### src/rtl/keypad_pkg.sv
// Shared types and helpers for the keypad scanner front end.
package keypad_pkg;

    typedef enum logic [1:0] {
        ST_SCAN      = 2'd0,
        ST_DEB_PRESS = 2'd1,
        ST_PRESSED   = 2'd2,
        ST_DEB_REL   = 2'd3
    } state_t;

    localparam logic [3:0] KEY_SUBMIT_LETTER = 4'd12;
    localparam logic [3:0] KEY_SUBMIT_WORD   = 4'd14;

    // Bit 3 is line 0 on both the row and column buses.
    function automatic logic [1:0] onehot_to_idx(input logic [3:0] oh);
        logic [1:0] idx;
        case (oh)
            4'b1000: idx = 2'd0;
            4'b0100: idx = 2'd1;
            4'b0010: idx = 2'd2;
            4'b0001: idx = 2'd3;
            default: idx = 2'd0;
        endcase
        return idx;
    endfunction

    function automatic logic is_onehot(input logic [3:0] v);
        return (v != 4'b0000) && ((v & (v - 4'b0001)) == 4'b0000);
    endfunction

endpackage

### src/rtl/keypad_scanner_sync2.sv
// Two-flop synchronizer for asynchronous inputs, parameterised width.
module sync2 #(
    parameter int W = 4
) (
    input  logic         clk,
    input  logic         rst,
    input  logic [W-1:0] i_d,
    output logic [W-1:0] o_q
);

    logic [W-1:0] r_meta;
    logic [W-1:0] r_sync;

    // Double-register the raw input.
    always_ff @(posedge clk) begin
        if (rst) begin
            r_meta <= '0;
            r_sync <= '0;
        end else begin
            r_meta <= i_d;
            r_sync <= r_meta;
        end
    end

    assign o_q = r_sync;

endmodule

### src/rtl/keypad_scanner.sv
// 4x4 keypad column scanner with press/release debounce.
// Optional auto-repeat while a key is held: define KEYPAD_REPEAT_EN.
module keypad_scanner
    import keypad_pkg::*;
#(
    parameter int COL_DWELL    = 8,
    parameter int SETTLE       = 2,
    parameter int DEBOUNCE     = 16,
    parameter int REPEAT_TICKS = 64
) (
    input  logic       clk,
    input  logic       rst,
    input  logic [3:0] row_in,
    output logic [3:0] col_out,
    output logic       key_valid,
    output logic [3:0] key_code,
    output logic       key_held,
    output logic       multi_err
);

    localparam int DW = (COL_DWELL > 1) ? $clog2(COL_DWELL) : 1;
    localparam int BW = (DEBOUNCE > 1) ? $clog2(DEBOUNCE) : 1;

    localparam logic [DW-1:0] DWELL_LAST = DW'(COL_DWELL - 1);
    localparam logic [DW-1:0] SETTLE_C   = DW'(SETTLE);
    localparam logic [BW-1:0] PRESS_LAST = BW'(DEBOUNCE - 1);
    // The zero that moves PRESSED into DEB_REL is the first of the DEBOUNCE samples.
    localparam logic [BW-1:0] REL_LAST   = BW'(DEBOUNCE - 2);

    logic [3:0]    w_row_s;
    state_t        r_state;
    logic [DW-1:0] r_dwell;
    logic [3:0]    r_col;
    logic [3:0]    r_pattern;
    logic [BW-1:0] r_deb_cnt;
    logic          r_key_valid;
    logic [3:0]    r_key_code;
    logic          r_key_held;
    logic          r_multi_err;

`ifdef KEYPAD_REPEAT_EN
    localparam int RW = (REPEAT_TICKS > 1) ? $clog2(REPEAT_TICKS) : 1;
    localparam logic [RW-1:0] REP_LAST = RW'(REPEAT_TICKS - 1);
    logic [RW-1:0] r_rep;
`endif

    sync2 #(.W(4)) u_row_sync (
        .clk (clk),
        .rst (rst),
        .i_d (row_in),
        .o_q (w_row_s)
    );

    // Scan / debounce state machine and registered outputs.
    always_ff @(posedge clk) begin
        if (rst) begin
            r_state     <= ST_SCAN;
            r_dwell     <= '0;
            r_col       <= 4'b1000;
            r_pattern   <= 4'b0000;
            r_deb_cnt   <= '0;
            r_key_valid <= 1'b0;
            r_key_code  <= 4'd0;
            r_key_held  <= 1'b0;
            r_multi_err <= 1'b0;
`ifdef KEYPAD_REPEAT_EN
            r_rep       <= '0;
`endif
        end else begin
            r_key_valid <= 1'b0;
            r_multi_err <= 1'b0;
            case (r_state)
                ST_SCAN: begin
                    if ((r_dwell >= SETTLE_C) && (w_row_s != 4'b0000)) begin
                        r_pattern <= w_row_s;
                        r_deb_cnt <= '0;
                        r_dwell   <= '0;
                        r_state   <= ST_DEB_PRESS;
                    end else if (r_dwell == DWELL_LAST) begin
                        r_dwell <= '0;
                        r_col   <= {r_col[0], r_col[3:1]};
                    end else begin
                        r_dwell <= r_dwell + {{(DW-1){1'b0}}, 1'b1};
                    end
                end
                ST_DEB_PRESS: begin
                    if (w_row_s == 4'b0000) begin
                        r_dwell <= '0;
                        r_state <= ST_SCAN;
                    end else if (w_row_s != r_pattern) begin
                        r_pattern <= w_row_s;
                        r_deb_cnt <= '0;
                    end else if (r_deb_cnt == PRESS_LAST) begin
                        r_state <= ST_PRESSED;
`ifdef KEYPAD_REPEAT_EN
                        r_rep   <= '0;
`endif
                        if (is_onehot(r_pattern)) begin
                            r_key_valid <= 1'b1;
                            r_key_code  <= {onehot_to_idx(r_pattern), onehot_to_idx(r_col)};
                            r_key_held  <= 1'b1;
                        end else begin
                            r_multi_err <= 1'b1;
                            r_key_held  <= 1'b0;
                        end
                    end else begin
                        r_deb_cnt <= r_deb_cnt + {{(BW-1){1'b0}}, 1'b1};
                    end
                end
                ST_PRESSED: begin
                    if (w_row_s == 4'b0000) begin
                        r_deb_cnt <= '0;
                        r_state   <= ST_DEB_REL;
                    end
`ifdef KEYPAD_REPEAT_EN
                    else if (r_key_held) begin
                        if (r_rep == REP_LAST) begin
                            r_rep       <= '0;
                            r_key_valid <= 1'b1;
                        end else begin
                            r_rep <= r_rep + {{(RW-1){1'b0}}, 1'b1};
                        end
                    end
`endif
                    else begin
                        r_state <= ST_PRESSED;
                    end
                end
                ST_DEB_REL: begin
                    if (w_row_s != 4'b0000) begin
                        r_state <= ST_PRESSED;
`ifdef KEYPAD_REPEAT_EN
                        r_rep   <= '0;
`endif
                    end else if (r_deb_cnt == REL_LAST) begin
                        r_key_held <= 1'b0;
                        r_dwell    <= '0;
                        r_col      <= {r_col[0], r_col[3:1]};
                        r_state    <= ST_SCAN;
                    end else begin
                        r_deb_cnt <= r_deb_cnt + {{(BW-1){1'b0}}, 1'b1};
                    end
                end
                default: begin
                    r_state <= ST_SCAN;
                end
            endcase
        end
    end

    assign col_out   = r_col;
    assign key_valid = r_key_valid;
    assign key_code  = r_key_code;
    assign key_held  = r_key_held;
    assign multi_err = r_multi_err;

endmodule

### config.mk
export PLATFORM = sky130hd
export DESIGN_NAME = keypad_scanner
export DESIGN_NICKNAME = d
export VERILOG_FILES = /design/src/rtl/keypad_pkg.sv /design/src/rtl/keypad_scanner_sync2.sv /design/src/rtl/keypad_scanner.sv
export SDC_FILE = /design/constraint.sdc
export NUM_CORES = 1
export LEC_CHECK = 0
export CAP_MARGIN = 30
export CELL_PAD_IN_SITES_DETAIL_PLACEMENT = 1
export CELL_PAD_IN_SITES_GLOBAL_PLACEMENT = 1
export CORE_UTILIZATION = 38
export CTS_CLUSTER_DIAMETER = 30
export DETAILED_ROUTE_END_ITERATION = 12
export PLACE_DENSITY = 0.75
export SLEW_MARGIN = 20
export SYNTH_ARGS = -nofsm -noshare
export SYNTH_HDL_FRONTEND = slang
export SYNTH_HIERARCHICAL = 1
export SYNTH_SLANG_ARGS = --single-unit
export TNS_END_PERCENT = 20
### constraint.sdc
create_clock -name clk -period 1.85 [get_ports clk]
set_clock_uncertainty 0.15 [all_clocks]
set_input_delay 0.185 -clock clk [delete_from_list [all_inputs] [get_ports clk]]
set_output_delay 0.185 -clock clk [all_outputs]
set_load 0.02 [all_outputs]
==> impl_metrics.tcl, run 1 <==
set metrics [dict create \
    cts_buffers 5 \
    powerDensity_mw_per_mm2 837.2 \
    fp.dieW_um 65.07 \
    cts.sinks 32 \
    clock.fmax_mhz 522.3 \
    grt_overflow 0 \
    first_pass_iters 4 \
    fin_crit_sh_pct 103.5 \
    nNetsFinal 221 \
    synth_seq_area_share_pct 42.38 \
    clockBufferDepth 2 \
    cts.htree.levels 2 \
    synth-edff-count 0 \
    pwr-share-seq_pct 42.2 \
    routed_wl_um 4178 \
    grt_max_degree 22 \
    portBuffers 16 \
    clk_latency_ps 270 \
    core_mm2 0.003744 \
    cts-root-buf "clkbuf_8" \
    fin_crit_ps 1915 \
    ff2ff_setup_slack_ps -60 \
    layout_common_cells "buf_4, dfxtp_1, clkdlybuf4s50_1" \
    end_kind "flip-flop" \
    num_io_pins 17 \
    antenna_found_initial 0 \
    drive_gt1_share_pct 33.81 \
    syn_area_per_cell_um2 9.388 \
    power_frac_clock_pct 27.2 \
    dieHeight_um 65.07 \
    vias 1355 \
    clk_pin_slew_ps 60 \
    rows 22 \
    synthArstFlopShare_pct 0 \
    synth_warnings 6 \
    die_area_mm2 0.004233 \
    violations "negative setup slack" \
    grtUsageTotal_pct 21.15 \
    wl_per_cell_um 16.19 \
    drtIter0Drc 41 \
    switchingPower_mw 0.5392 \
    min_path_cells 1 \
    gp_congestion 0.8126 \
    slew_violations 0 \
    antenna_left 0 \
    synth-main-ff-cell "dfxtp_1" \
    status "finished, violations left" \
    grt_pass1_wl_um 6561 \
    cp.arrival_ps 1980 \
    ys_seq_elements 32 \
    drc 0 \
    hp-class "reg2reg" \
    syn_to_final_growth_pct 42.38 \
    power_mw 1.802 \
    cts_tree "built" \
    finalHoldViolCount 0 \
    sw_frac_of_total_pct 29.93 \
    vias_per_cell 5.252 \
    required_ps 1920 \
    min_to "u_row_sync/o_q[2]" \
    diodes 0 \
    synth_nets 172 \
    relSlewSlack_pct 68.75 \
    fillers 439 \
    post-place-cells 250 \
    p_comb_share_pct 30.6 \
    setup_viol 9 \
    p_leak_nw 0.8534 \
    path_max_fanout 6 \
    post-route-util_pct 57.49 \
    grt_pass1_vias 1388 \
    multiInputGateArea_um2 922.1 \
    postCtsHoldBufs 0 \
    worst_pin_slew_ps 468.1 \
    place_ws_ps -179.5 \
    ff2ff_path_depth 8 \
    critPathKind "reg2reg" \
    reg2reg_to "r_deb_cnt[2]" \
    p_int_mw 1.262 \
    start_util_pct 40.37 \
    final.setup.worst_slack_ps -64.50 \
    synth_area_mm2 0.001511 \
    r2r-start "u_row_sync/o_q[1]" \
    ir_worst_vdd_mv 0.4928 \
    syn-instance-count 161 \
    regArea_um2 656.9 \
    cap_violations 0 \
    start_kind "flip-flop" \
    rsz0062_at_grt "yes" \
    mostFrequentLayoutCell "buf_4" \
    final_cells 258 \
    synth_cell_types 41 \
    hpwlAfterDp_um 3012 \
    hold_start "u_row_sync/r_meta[2]" \
]
[synth_stat cells (all sizes together), types with 2 or more instances]
| cell | number | area share [%] |
|---|---|---|
| and3 | 3 | 1.6 |
| dfxtp | 32 | 42 |
| mux2i | 7 | 4.6 |
| nand2b | 4 | 1.7 |
| o31ai | 3 | 1.5 |
| nand4 | 3 | 1.2 |
| ha | 5 | 4.1 |
| xor2 | 4 | 2.3 |
| nand3 | 4 | 1.3 |
| or4 | 4 | 2.0 |
| o2bb2ai | 2 | 1.2 |
| inv | 5 | 1.2 |
| nor2 | 15 | 3.7 |
| nor2b | 11 | 4.6 |
| nor3 | 6 | 2.0 |
| nor4 | 4 | 3.1 |
| clkbuf | 4 | 0.99 |
| or3 | 6 | 2.6 |
| a21o | 3 | 1.5 |
| o21ai | 5 | 1.7 |
| buf | 2 | 1.1 |
| xnor2 | 4 | 2.3 |
| nand2 | 5 | 1.7 |
| a21oi | 9 | 3.0 |
[what timing repair did]
| action | 4_1_cts | 5_1_grt |
|---|---|---|
| hold endpoints to repair | 0 | 0 |
| gates resized for setup | 21 | 11 |
| pin swaps | 9 | 9 |
| setup endpoints to repair | 13 | 17 |
| setup buffers | 0 | 1 |
[flip-flops by register name (all words and copies together), names as in the netlist, named ones only]
signal,flops
key_held,1
col_out,4
u_row_sync/o_q,4
key_valid,1
multi_err,1
r_dwell,3
r_deb_cnt,4
u_row_sync/r_meta,4
r_state,1
r_pattern,4
key_code,4
[stage by stage]
stage               setup TNS [ps]  instance area [um^2]  hold slack, ps
finish                      -332.0                  2152           296.8
global route                 -1453                  2152           303.8
CTS                         -450.3                  2097           296.9
detailed placement           -1396                  1953           279.1
global placement            -446.1                  1953           278.1
floorplan                   -220.1                  1525           106.6
[final cells by class]
type | count | share of cell area [%]
Clock inverter | 1 | 0.2326
Multi-Input combinational cell | 118 | 42.85
Clock buffer | 6 | 3.372
Inverter | 5 | 0.8721
Timing Repair Buffer | 48 | 19.36
Sequential cell | 32 | 30.52
Tap cell | 48 | 2.791
[how the worst max path moves through the flow]
stage / startpoint / endpoint / slack, ps / cells after the start
floorplan: r_pattern[0] / key_held / -70 / 6
global placement: r_pattern[1] / r_deb_cnt[3] / -70 / 7
detailed placement: r_deb_cnt[0] / key_code[1] / -180 / 6
CTS: u_row_sync/o_q[0] / key_code[2] / -80 / 5
global route: u_row_sync/o_q[1] / r_deb_cnt[2] / -180 / 8
finish: u_row_sync/o_q[1] / r_deb_cnt[2] / -60 / 8
[metal layers]
metal  routed length, um  global-route usage [%]
met1                1771                   23.06
met2                2262                   38.41
met3                  79                   5.634
met4                  65                   8.424
met5                   0                       0
[power by group through the flow]
stage	Combinational, mW	Sequential, mW	Clock (mW)
5_1_grt	0.599	0.764	0.546
3_3_place_gp	0.487	0.772	0
4_1_cts	0.528	0.761	0.511
6_report	0.551	0.760	0.490
3_5_place_dp	0.514	0.775	0
2_1_floorplan	0.285	0.776	0
[logic make-up after synthesis]
kind of cell             share of synthesized area (%)
buffers and inverters                            3.311
multiplexers                                     4.636
XOR/XNOR                                         4.635
AND/OR/NAND/NOR                                  27.81
AO/OA/AOI/OAI                                    13.08
flip-flops                                       42.38
adder cells (fa/ha/maj)                          4.139
[critical path: stages (launching register included)]
cell and delay (ps):
dfxtp_4 360, buf_4 140, nor4_2 230, buf_12 160, nand3_1 110, a21boi_1 190
buf_4 170, nor4b_4 240, a21o_1 110
(Power assumes the default switching activity.)
==> run 2: changes to the inputs <==
- CORE_UTILIZATION: 38 -> 31
- PLACE_DENSITY: 0.75 -> 0.64
- SLEW_MARGIN: 20 -> 10
==> run 2 against run 1 <==
Compared with the run above:
- the flow still finishes with violations (negative setup slack)
- flip-flop and latch count unchanged
- sequential power about the same
- routed wire length down 3.8%
- via count up 1.0%
- non-clock buffer count up 1
- first-iteration DRC count up 7.3%
==> impl_metrics.tcl, run 2 (synthesized netlist as in run 1, its figures left out) <==
set metrics [dict create \
    routed_wl_um 4018 \
    switchingPower_mw 0.5390 \
    first_pass_iters 4 \
    cap_violations 0 \
    path_max_fanout 7 \
    grt_pass1_vias 1458 \
    antenna_left 0 \
    end_kind "flip-flop" \
    core_mm2 0.004692 \
    antenna_found_initial 0 \
    fin_crit_ps 1910 \
    critPathKind "reg2reg" \
    drive_gt1_share_pct 33.96 \
    grt_pass1_wl_um 6637 \
    met1_usage_pct 19.11 \
    drc 0 \
    crit_chain "buf_6, xnor2_2, or3_1, and3_4, or3_4, a221oi_2" \
    rows 25 \
    use_met2_pct 29.35 \
    final_cell_area_mm2 0.002183 \
    final_cells 266 \
    cts-root-buf "clkbuf_8" \
    relSlewSlack_pct 67.84 \
    fp.dieW_um 71.83 \
    post-place-cells 254 \
    start_util_pct 32.21 \
    power_frac_clock_pct 29.8 \
    p_leak_nw 0.8693 \
    violations "negative setup slack" \
    finalHoldViolCount 0 \
    mostFrequentLayoutCell "buf_4" \
    setup_viol 4 \
    grt_overflow 0 \
    slew_violations 0 \
    clockBufferDepth 2 \
    p_comb_share_pct 29.0 \
    start_kind "flip-flop" \
    num_io_pins 17 \
    layout_common_cells "buf_4, dfxtp_1, clkdlybuf4s50_1" \
    dieHeight_um 71.83 \
    vias 1369 \
    required_ps 1900 \
    hpwlAfterDp_um 2857 \
    syn_to_final_growth_pct 44.45 \
    fin_crit_sh_pct 103.2 \
    cp_slowest_cell "dfxtp_4" \
    die_area_mm2 0.005159 \
    wl_per_cell_um 15.11 \
    slowest_delay_ps 370 \
    ir_worst_vdd_mv 0.4621 \
    pwr-share-seq_pct 41.2 \
    worst_pin_slew_ps 481.7 \
    nNetsFinal 222 \
    powerDensity_mw_per_mm2 844.4 \
    rsz0062_at_grt "yes" \
    cts.htree.levels 2 \
    dpl_cell_area_mm2 0.001933 \
    p_int_mw 1.305 \
    grtUsageTotal_pct 16.86 \
    clk_latency_ps 280 \
    cp.arrival_ps 1960 \
    gp_congestion 0.7388 \
    clk_pin_slew_ps 60 \
    grt_busiest_layer "met2" \
    final.setup.worst_slack_ps -59.55 \
    status "finished, violations left" \
    cts.sinks 32 \
    hp-class "reg2reg" \
    grt.met3_usage_pct 4.501 \
    vias_per_cell 5.147 \
    clock.fmax_mhz 523.7 \
    portBuffers 16 \
    cts_tree "built" \
    diodes 0 \
    cts_buffers 5 \
    drtIter0Drc 44 \
    sw_frac_of_total_pct 29.24 \
    grt_max_degree 22 \
]
## run 2: final timing paths
path | from | endpoint | slack (ps) | cells after the start
worst min-delay path | u_row_sync/r_meta[1] | u_row_sync/o_q[1] | 290 | 1
worst max register to register | r_pattern[1] | key_held | -60 | 6
worst max-delay path | r_pattern[1] | key_held | -60 | 6
worst min register to register | u_row_sync/r_meta[1] | u_row_sync/o_q[1] | 290 | 1
## run 2: power groups by stage
stage,clock network (mW),logic (mW),registers [mW]
detailed placement,0,0.497,0.775
finish,0.550,0.534,0.760
global route,0.607,0.583,0.765
CTS,0.573,0.518,0.758
floorplan,0,0.285,0.776
global placement,0,0.472,0.772
## run 2: layout make-up
type	count	area [um^2]
Sequential cell	32	660.6
Inverter	5	18.77
Tap cell	54	67.56
Timing Repair Buffer	49	415.4
Multi-Input combinational cell	118	930.9
Fill cell	553	2509
Clock buffer	8	90.09
## run 2: layer usage
layer / vias to the layer above / wire [um]
met4: 0 / 68
met2: 17 / 2052
met5: - / 0
met3: 7 / 101
met1: 668 / 1795
li1: 677 / -
## run 2: per-stage QoR
step / TNS (ps) / setup slack, ps / hold slack (ps) / total power, mW / utilization, %
2_1_floorplan: -220.1 / -65.54 / 106.6 / 1.060 / -
6_report: -158.9 / -59.55 / 287.3 / 1.844 / 46.53
4_1_cts: -379.7 / -68.26 / 299.7 / 1.849 / 44.69
5_1_grt: -777.8 / -114.4 / 306.4 / 1.954 / 46.53
3_5_place_dp: -1162 / -153.3 / 284.3 / 1.272 / 41.20
3_3_place_gp: -411.9 / -97.53 / 279.5 / 1.244 / 41.20
## run 2: what timing repair did
action	CTS	global route
hold buffers	0	0
setup endpoints to repair	13	17
pin swaps	4	13
hold endpoints to repair	0	0
gates resized for setup	12	24
setup buffers	5	0
## run 2: worst max-delay path, delay by kind of cell, from the launching register on
| kind | cells | cell delay, ps |
|---|---|---|
| AOI/OAI and AO/OA | 1 | 230 |
| xor gates and xnor gates | 1 | 110 |
| buffers and inverters | 1 | 120 |
| DFF | 1 | 370 |
| and+or+nand+nor | 3 | 850 |
==> run 3: changes to the inputs <==
- CORE_UTILIZATION: 31 -> 38
- PLACE_DENSITY: 0.64 -> 0.75
- SKIP_CTS_REPAIR_TIMING: unset -> 1
- SYNTH_HIERARCHICAL: 1 -> unset
==> run 3 against run 2 <==
Compared with the run above:
- the flow still finishes with violations (negative setup slack)
- sequential share of layout area rose by 3.4 points
- final area decreased by 12%
- utilization increased by 5.3 points
- flip-flop and latch count unchanged
- worst setup slack got worse by 40 ps
- clock-buffer cell count decreased by 2
- clock power down 11%
- final cell count down 12%
- combinational power down 5.8%
- sequential power grew 3.9%
- first-iteration DRC count up 20%
- critical endpoint is now r_deb_cnt[3]
- largest power group unchanged
==> impl_metrics.tcl, run 3 <==
set metrics [dict create \
    status "finished, violations left" \
    violations "negative setup slack" \
    p_leak_nw 0.7521 \
    cts.htree.levels 2 \
    hpwlAfterDp_um 2486 \
    antenna_found_initial 0 \
    synth_area_mm2 0.001486 \
    crit_family "compound AO/OA/AOI/OAI gates" \
    p_comb_share_pct 28.2 \
    drc 0 \
    cap_violations 0 \
    end_kind "flip-flop" \
    synth_nets 166 \
    slew_violations 0 \
    synth_seq_area_share_pct 43.10 \
    grt_pass1_vias 1219 \
    num_io_pins 17 \
    ir_worst_vdd_mv 0.5361 \
    tns_ps -276.9 \
    sw_frac_of_total_pct 29.08 \
    start_kind "flip-flop" \
    syn-instance-count 155 \
    cts_tree "built" \
    drtIter0Drc 53 \
    post-place-cells 223 \
    fp.dieW_um 64.55 \
    antenna_left 0 \
    switchingPower_mw 0.5186 \
    nNetsFinal 196 \
    gp_congestion 0.7820 \
    slowest_delay_ps 410 \
    ys_seq_elements 32 \
    vias 1196 \
    syn_area_per_cell_um2 9.590 \
    clock.fmax_mhz 513.0 \
    synthArstFlopShare_pct 0 \
    synth-main-ff-cell "dfxtp_1" \
    cp.arrival_ps 2000 \
    cts_buffers 5 \
    powerDensity_mw_per_mm2 925.7 \
    yosys.cell_count.top_type "dfxtp_1" \
    pwr-share-seq_pct 44.3 \
    grt_max_degree 39 \
    rows 22 \
    fin_crit_ps 1949 \
    mostFrequentLayoutCell "dfxtp_1" \
    cts.sinks 32 \
    portBuffers 16 \
    netlist.area_leader.share_pct 43.10 \
    core_mm2 0.003716 \
    power_frac_clock_pct 27.5 \
    grt_overflow 0 \
    hp-class "reg2reg" \
    dieHeight_um 64.55 \
    routed_wl_um 3373 \
    synth-edff-count 0 \
    synthTopCellsByArea "dfxtp_1, mux2i_1, xnor2_1" \
    cts-root-buf "clkbuf_8" \
    relSlewSlack_pct 69.06 \
    clockBufferDepth 2 \
    crit_chain "nor4_4, nor2_2, o32a_1, a211o_1, o31ai_2" \
    clk_pin_slew_ps 60 \
    final_cells 233 \
    drive_gt1_share_pct 22.16 \
    required_ps 1900 \
    synth_cell_types 41 \
    vias_per_cell 5.133 \
    worst_pin_slew_ps 459.8 \
    wl_per_cell_um 14.48 \
    final.setup.worst_slack_ps -99.19 \
    path_max_fanout 5 \
    grtUsageTotal_pct 17.90 \
    critPathKind "reg2reg" \
    diodes 0 \
    synth_warnings 0 \
    yosysTopAreaCell "dfxtp_1" \
    clk_latency_ps 280 \
    cp_num_buf_inv 0 \
    p_int_mw 1.265 \
    grt_pass1_wl_um 5623 \
    setup_viol 4 \
    start_util_pct 40.00 \
    synth_common_cells "dfxtp_1, mux2i_1, nor2_1, nor2b_1, xnor2_1" \
    syn_to_final_growth_pct 29.63 \
    finalHoldViolCount 0 \
    die_area_mm2 0.004166 \
    rsz0062_at_grt "yes" \
    first_pass_iters 3 \
    layout_common_cells "dfxtp_1, clkdlybuf4s50_1, buf_4" \
    fin_crit_sh_pct 105.4 \
    cp_slowest_cell "nor4_4" \
]
run 3: layout make-up:
cell class / count / area, um^2
fillers: 438 / 1789
multi-input cells: 107 / 817.0
flip-flops and latches: 32 / 649.4
repair buffers: 33 / 300.3
clock buffers: 6 / 72.57
well taps: 48 / 60.06
inverters: 6 / 22.52
clock inverters: 1 / 5.005
run 3: kinds of logic after synthesis:
group / synth area share, %
muxes: 8.081
DFF: 43.10
buffers and inverters: 4.293
and+or+nand+nor: 21.13
AOI/OAI and AO/OA: 13.89
adders and majority gates: 4.209
xor gates and xnor gates: 5.303
run 3: per-layer routing:
| layer | GRT usage, % | share of wire, % | vias to the layer above |
|---|---|---|---|
| li1 | - | - | 606 |
| met1 | 21.80 | 46 | 570 |
| met2 | 30.00 | 50 | 14 |
| met3 | 4.754 | 2.3 | 6 |
| met4 | 6.667 | 1.5 | 0 |
| met5 | 0 | 0 | - |
run 3: worst paths after layout:
kind	startpoint	end	slack [ps]	cells past startpoint
setup / recovery	u_row_sync.o_q[3]	r_deb_cnt[3]	-100	5
hold / removal	u_row_sync.r_meta[2]	u_row_sync.o_q[2]	290	1
setup reg to reg	u_row_sync.o_q[3]	r_deb_cnt[3]	-100	5
hold reg to reg	u_row_sync.r_meta[2]	u_row_sync.o_q[2]	290	1
run 3: power by group through the flow:
stage          clock network [mW]  logic, mW  registers (mW)
2_1_floorplan                   0      0.283           0.780
3_3_place_gp                    0      0.438           0.790
3_5_place_dp                    0      0.456           0.795
4_1_cts                     0.508      0.459           0.779
5_1_grt                     0.532      0.571           0.797
6_report                    0.490      0.503           0.790
run 3: worst reg2reg max path: cells and delay by family (launching register included):
kind               cells  cell delay [ps]
and+or+nand+nor        2              500
DFF                    1              340
AOI/OAI and AO/OA      3              880
run 3: through the flow:
| step | hold WS [ps] | utilization [%] | area, um^2 | power, mW | worst slack [ps] |
|---|---|---|---|---|---|
| 3_3_place_gp | 280.2 | 48.18 | 1790 | 1.228 | -17.50 |
| 5_1_grt | 307.0 | 51.85 | 1927 | 1.900 | -193.2 |
| 6_report | 289.7 | 51.85 | 1927 | 1.784 | -99.19 |
| 3_5_place_dp | 278.9 | 48.18 | 1790 | 1.251 | -89.64 |
| 4_1_cts | 298.0 | 50.27 | 1868 | 1.746 | -107.5 |
| 2_1_floorplan | 163.2 | - | 1494 | 1.063 | 7.814 |
